## config.mk

```make
export PLATFORM = sky130hd
export DESIGN_NAME = dino_obstacle_rng
export DESIGN_NICKNAME = d
export VERILOG_FILES = /design/src/rtl/dino_obstacle_rng.sv
export SDC_FILE = /design/constraint.sdc
export NUM_CORES = 1
export LEC_CHECK = 0
export ABC_AREA = 0
export CORE_AREA = 10 10 82 84
export DETAILED_ROUTE_END_ITERATION = 7
export DIE_AREA = 0 0 92 94
export PLACE_DENSITY = 0.73
export SETUP_SLACK_MARGIN = 0.2
export SLEW_MARGIN = 5
export SYNTH_ARGS = -nofsm -noshare
export SYNTH_HDL_FRONTEND = slang
export SYNTH_SLANG_ARGS = --single-unit
```

## constraint.sdc

```tcl
create_clock -name clk -period 1.31 [get_ports clk]
set_input_delay 0.1965 -clock clk [delete_from_list [all_inputs] [get_ports clk]]
set_output_delay 0.1965 -clock clk [all_outputs]
set_load 0.05 [all_outputs]
```

## src/rtl/dino_obstacle_rng.sv

```systemverilog
// dino_obstacle_rng
//
// Pseudo-random obstacle selector for the Dino game. A free-running 16-bit
// Fibonacci LFSR (x^16+x^14+x^13+x^11+1) is sampled when a request is
// accepted. The sampled word is then reduced modulo MOD by shifting it through
// the remainder register one bit per cycle, MSB first. The result is offered to
// the obstacle spawner through a valid/ack handshake.
//
// Ports:
//   clk        system clock, all state changes on the rising edge
//   reset_n    asynchronous active-low reset
//   seed_load  load seed_in (or SEED if seed_in is zero) into the LFSR
//   seed_in    seed value
//   req        request a new value, accepted only while busy is low
//   busy       high while a value is being reduced or waiting for ack
//   out_valid  value is valid, held until ack
//   value      random value in 0..MOD-1
//   ack        consumer accepts value
//   lfsr_q     current LFSR state
//
// Latency: a req accepted at edge t gives out_valid after edge t+16.
// The tap set is fixed, so WIDTH must stay at 16.

module dino_obstacle_rng #(
    parameter int               WIDTH = 16,
    parameter int               MOD   = 3,
    parameter logic [WIDTH-1:0] SEED  = 16'hACE1,
    parameter int               VW    = $clog2(MOD)
) (
    input  logic             clk,
    input  logic             reset_n,
    input  logic             seed_load,
    input  logic [WIDTH-1:0] seed_in,
    input  logic             req,
    output logic             busy,
    output logic             out_valid,
    output logic [VW-1:0]    value,
    input  logic             ack,
    output logic [WIDTH-1:0] lfsr_q
);

    localparam logic [1:0] IDLE   = 2'd0;
    localparam logic [1:0] REDUCE = 2'd1;
    localparam logic [1:0] DONE   = 2'd2;

    localparam int CW = $clog2(WIDTH);
    localparam logic [CW-1:0] LAST_BIT = CW'(WIDTH - 1);
    // Modulus at the width of the doubled remainder.
    localparam logic [VW:0]   MOD_W    = (VW + 1)'(MOD);

    logic [1:0]       state_reg;
    logic [WIDTH-1:0] lfsr_reg;
    logic [WIDTH-1:0] lfsr_next;
    logic [WIDTH-1:0] eff_seed;
    logic [WIDTH-1:0] work_reg;
    logic [VW-1:0]    rem_reg;
    logic [VW-1:0]    rem_next;
    logic [VW:0]      rem_dbl;
    logic [CW-1:0]    cnt_reg;
    logic [VW-1:0]    value_reg;
    logic             valid_reg;
    logic             busy_reg;

    // A zero seed would lock the LFSR, so it is replaced by SEED.
    assign eff_seed  = (seed_in == '0) ? SEED : seed_in;
    assign lfsr_next = {lfsr_reg[WIDTH-2:0],
                        lfsr_reg[15] ^ lfsr_reg[13] ^ lfsr_reg[12] ^ lfsr_reg[10]};

    // rem < MOD, so 2*rem + bit < 2*MOD and one conditional subtract suffices.
    assign rem_dbl  = {rem_reg, work_reg[WIDTH-1]};
    assign rem_next = (rem_dbl >= MOD_W) ? VW'(rem_dbl - MOD_W) : rem_dbl[VW-1:0];

    // LFSR: free-running, seed load takes priority over the advance.
    always_ff @(posedge clk or negedge reset_n) begin
        if (!reset_n) begin
            lfsr_reg <= SEED;
        end else if (seed_load) begin
            lfsr_reg <= eff_seed;
        end else begin
            lfsr_reg <= lfsr_next;
        end
    end

    // Request / reduce / handshake sequencer.
    always_ff @(posedge clk or negedge reset_n) begin
        if (!reset_n) begin
            state_reg <= IDLE;
            work_reg  <= '0;
            rem_reg   <= '0;
            cnt_reg   <= '0;
            value_reg <= '0;
            valid_reg <= 1'b0;
            busy_reg  <= 1'b0;
        end else begin
            case (state_reg)
                IDLE: begin
                    if (req) begin
                        // A same-cycle seed load is visible to this request.
                        work_reg  <= seed_load ? eff_seed : lfsr_reg;
                        rem_reg   <= '0;
                        cnt_reg   <= '0;
                        busy_reg  <= 1'b1;
                        state_reg <= REDUCE;
                    end
                end
                REDUCE: begin
                    rem_reg  <= rem_next;
                    work_reg <= work_reg << 1;
                    cnt_reg  <= cnt_reg + 1'b1;
                    if (cnt_reg == LAST_BIT) begin
                        value_reg <= rem_next;
                        valid_reg <= 1'b1;
                        state_reg <= DONE;
                    end
                end
                DONE: begin
                    if (ack) begin
                        valid_reg <= 1'b0;
                        busy_reg  <= 1'b0;
                        state_reg <= IDLE;
                    end
                end
                default: begin
                    state_reg <= IDLE;
                    valid_reg <= 1'b0;
                    busy_reg  <= 1'b0;
                end
            endcase
        end
    end

    assign busy      = busy_reg;
    assign out_valid = valid_reg;
    assign value     = value_reg;
    assign lfsr_q    = lfsr_reg;

endmodule
```

==> results by group <==
Run status
  • Outcome: complete, but fails checks
  • Failing checks: negative setup slack

Floorplan
  • Core Area: about 5100 um^2
  • Effective utilization at floorplan: 45.4%
  • Die area: around 8600 um^2
  • Die Span Y: 94 um
  • Die Width: 92 um
  • I/O Pins: 41
  • Core Rows: 26

Timing
  • Final setup violating endpoints: 17
  • Layout Skew: 4.66 ps
  • Period minus WS final: around 1400 ps
  • Fmax: ~710 MHz
  • Hold slack: ~180 ps
  • Tcrit/Tclk final: 108%
  • Worst Slack Setup Final: -101 ps
  • Worst slew margin: 77.6%
  • Setup TNS Final: -649 ps
  • Final Max Tran Viols: 0
  • Worst-margin pin slew: 335 ps
  • Unrepaired setup endpoints after global routing: yes
  • Final number of hold-violating endpoints: 0

Route
  • DR vias: 2303
  • DRT Wirelength: around 8000 um
  • 1st-iter DRT viols: between 150 and 200
  • Avg WL per Cell: just over 20 um
  • Remaining antenna violation count: 0
  • # DRC: 0
  • DR vias/cell: 5.80
  • First-pass DRT Iterations: 4

Setup path
  • R2R cell count: 5
  • Crit-path max FO: 7
  • Setup slack, reg-to-reg: -100 ps
  • CP required: around 1500 ps
  • CP endpoint kind: register
  • CP Class: register to register
  • Reg2reg start: state_reg[0]
  • Worst path arrival time: roughly 1600 ps
  • CP startpoint kind: register
  • Capture point of the worst reg-to-reg path: work_reg[11]

Logic synthesis
  • Mapped Cells: 220
  • Synth cell count leaders: dfrtp_1, nand2_1, o21ai_0
  • Compound-Gate Fraction of Synth Area: between 20% and 30%
  • Mapped Area: roughly 2300 um^2
  • Average size of a mapped cell: between 10 and 15 um^2
  • Yosys reg bits: 44
  • Yosys warnings: 0
  • Area contributors post-synth: dfrtp_1, dfstp_2, nand2_1, o21ai_0, nor4_4
  • Ys async rst share: 100%
  • Synth Area in XOR/XNOR: approximately 1.1%
  • Top-count cell post-synth: dfrtp_1
  • Syn nets: ~240
  • Post-Synth Simple-Gate Area: about 16%
  • Post-synth EDFFs: 0
  • Largest family of logic cells by synthesized area: compound AO/OA/AOI/OAI gates
  • Post-synthesis mux area share: ~4.6%
  • Top-area cell type share of the netlist area: ~39%
  • Post-synth top flop: dfrtp_1
  • Sequential-to-total area share from yosys stat: between 40% and 50%
  • Cell taking the most area after synthesis: dfrtp_1
  • Synth unique cells: 44
  • Adder-cell share of the synthesized area: 1.09%

Global routing
  • Initial antenna violation count: 0
  • GRT Util Overall: 17.7%
  • GRT overflow: 0
  • First-pass GRT wire length: ~12000 um
  • Largest net degree at the start of global routing: 45
  • Vias in the first global route: 2451

Layout
  • Inserted Diodes: 0
  • Post-route cell area: ~4000 um^2
  • Area delta synth->final: 72.0%
  • Layout cell share with drive strength beyond 1: about half
  • Nets@finish: roughly 350

Placed design
  • Worst slack, placed: -435 ps
  • Placed Area: about 3400 um^2
  • Gp weighted congestion: ~0.91
  • PortBufs: 40
  • Dpl hpwl: approximately 4800 um

Clock network
  • Bufs on Longest Clock Path: 2
  • CTS tree: built
  • TritonCTS Sinks: 44
  • Root Buffer Master: clkbuf_8
  • H-tree level count: 2
  • Clock transition at the registers of the reported paths: 80 ps
  • CTS buffer count: 5
  • Clock Latency Late Sink: roughly 300 ps

Power and ir drop
  • Peak supply drop: 1.02 mV
  • Power density over the cells: between 2000 and 2500 nW/um^2
  • Static Leak: ~1.7 nW
  • Power, Total: ~8 mW

Worst hold path
  • HP Start: seed_in[4]
  • Hold crit path type: primary input to register
  • Hold Path End: lfsr_q[4]
  • Hold path depth: 3

Run
  • MaxCap Viol Count: 0
kinds of logic (layout without fill, tap and decap cells):
| kind of cell | after synthesis | after routing |
|---|---|---|
| AO/OA/AOI/OAI | 73 | 73 |
| buffers and inverters | 27 | 134 |
| AND/OR/NAND/NOR | 61 | 61 |
| adder cells (fa/ha/maj) | 2 | 2 |
| multiplexers | 10 | 10 |
| flip-flops | 44 | 44 |
| XOR/XNOR | 3 | 3 |
critical path, stage by stage (launching register included):
cell	delay [ps]
dfrtp_2	510
buf_6	170
buf_2	160
buf_4	150
a32oi_2	180
o221ai_2	110
per-layer routing:
| metal | global-route usage (%) | vias to the layer above | routed length (um) | share of wire (%) |
|---|---|---|---|---|
| met2 | 31.0 | 88 | 4250 | 53 |
| met5 | 0 | - | 0 | 0 |
| li1 | - | 1034 | - | - |
| met4 | 8.23 | 0 | 252 | 3.1 |
| met3 | 4.72 | 28 | 496 | 6.2 |
| met1 | 19.7 | 1153 | 3000 | 38 |
placed cells by master, fill, tap and decap left out, types with 2 or more instances in the layout:
master	netlist	final
clkbuf_1	6	2
a22o_1	5	5
clkbuf_2	0	4
buf_4	0	45
o21ai_0	19	7
a22oi_2	0	2
o31ai_2	0	2
mux2_4	0	2
a32o_1	3	3
o211ai_1	6	6
a41oi_2	1	4
nand2_4	0	3
nand2b_1	9	8
dlygate4sd2_1	0	7
inv_1	13	12
o21ai_1	1	8
o311ai_1	5	4
dfrtp_1	36	29
mux2i_1	5	4
a41oi_1	7	4
ha_2	0	2
nand2_1	26	22
dfstp_2	8	7
nor4_4	4	4
a211o_1	5	5
dfrtp_2	0	7
nor2b_1	9	8
clkbuf_8	0	6
xnor2_2	0	2
o21ai_2	0	5
clkdlybuf4s15_1	0	6
buf_12	0	23
buf_2	7	3
nor2_1	3	3
buf_6	0	21
mux2_2	5	3
power breakdown:
| part | leakage (nW) | internal, mW | switching (mW) |
|---|---|---|---|
| registers | 0.513 | 1.86 | 0.480 |
| logic | 1.16 | 2.58 | 2.29 |
| clock network | 0.0455 | 0.430 | 0.449 |
area by class of cell:
class                   instances  area (um^2)
inverters                      14         61.3
multi-input cells             149         1360
clock buffers                   8         90.1
flip-flops and latches         44         1120
well taps                      70         87.6
repair buffers                112         1240
fillers                       310         1110
through the flow:
stage	instances	util (%)
6_report	397	78.2
5_1_grt	397	78.2
4_1_cts	391	74.5
3_5_place_dp	367	66.6
3_3_place_gp	367	66.6
2_1_floorplan	220	-
what timing repair did:
item,CTS,global route
hold endpoints to repair,36,0
cloned,2,0
pin swaps,26,30
resized for setup,65,49
buffers inserted,13,6
endpoints found under the setup margin,47,49
hold buffers,1,0
worst max-delay path by stage:
stage | from | to | slack (ps) | cells after the start
after detailed placement | seed_in[1] | work_reg[15] | -440 | 5
final | state_reg[0] | work_reg[11] | -100 | 5
after global placement | seed_in[1] | work_reg[3] | -410 | 5
after CTS | work_reg[15] | rem_reg[0] | -60 | 4
after floorplan | rem_reg[0] | value[0] | -30 | 4
after global routing | state_reg[0] | work_reg[11] | -140 | 5
Note: power is estimated with default switching activity, not from simulation.
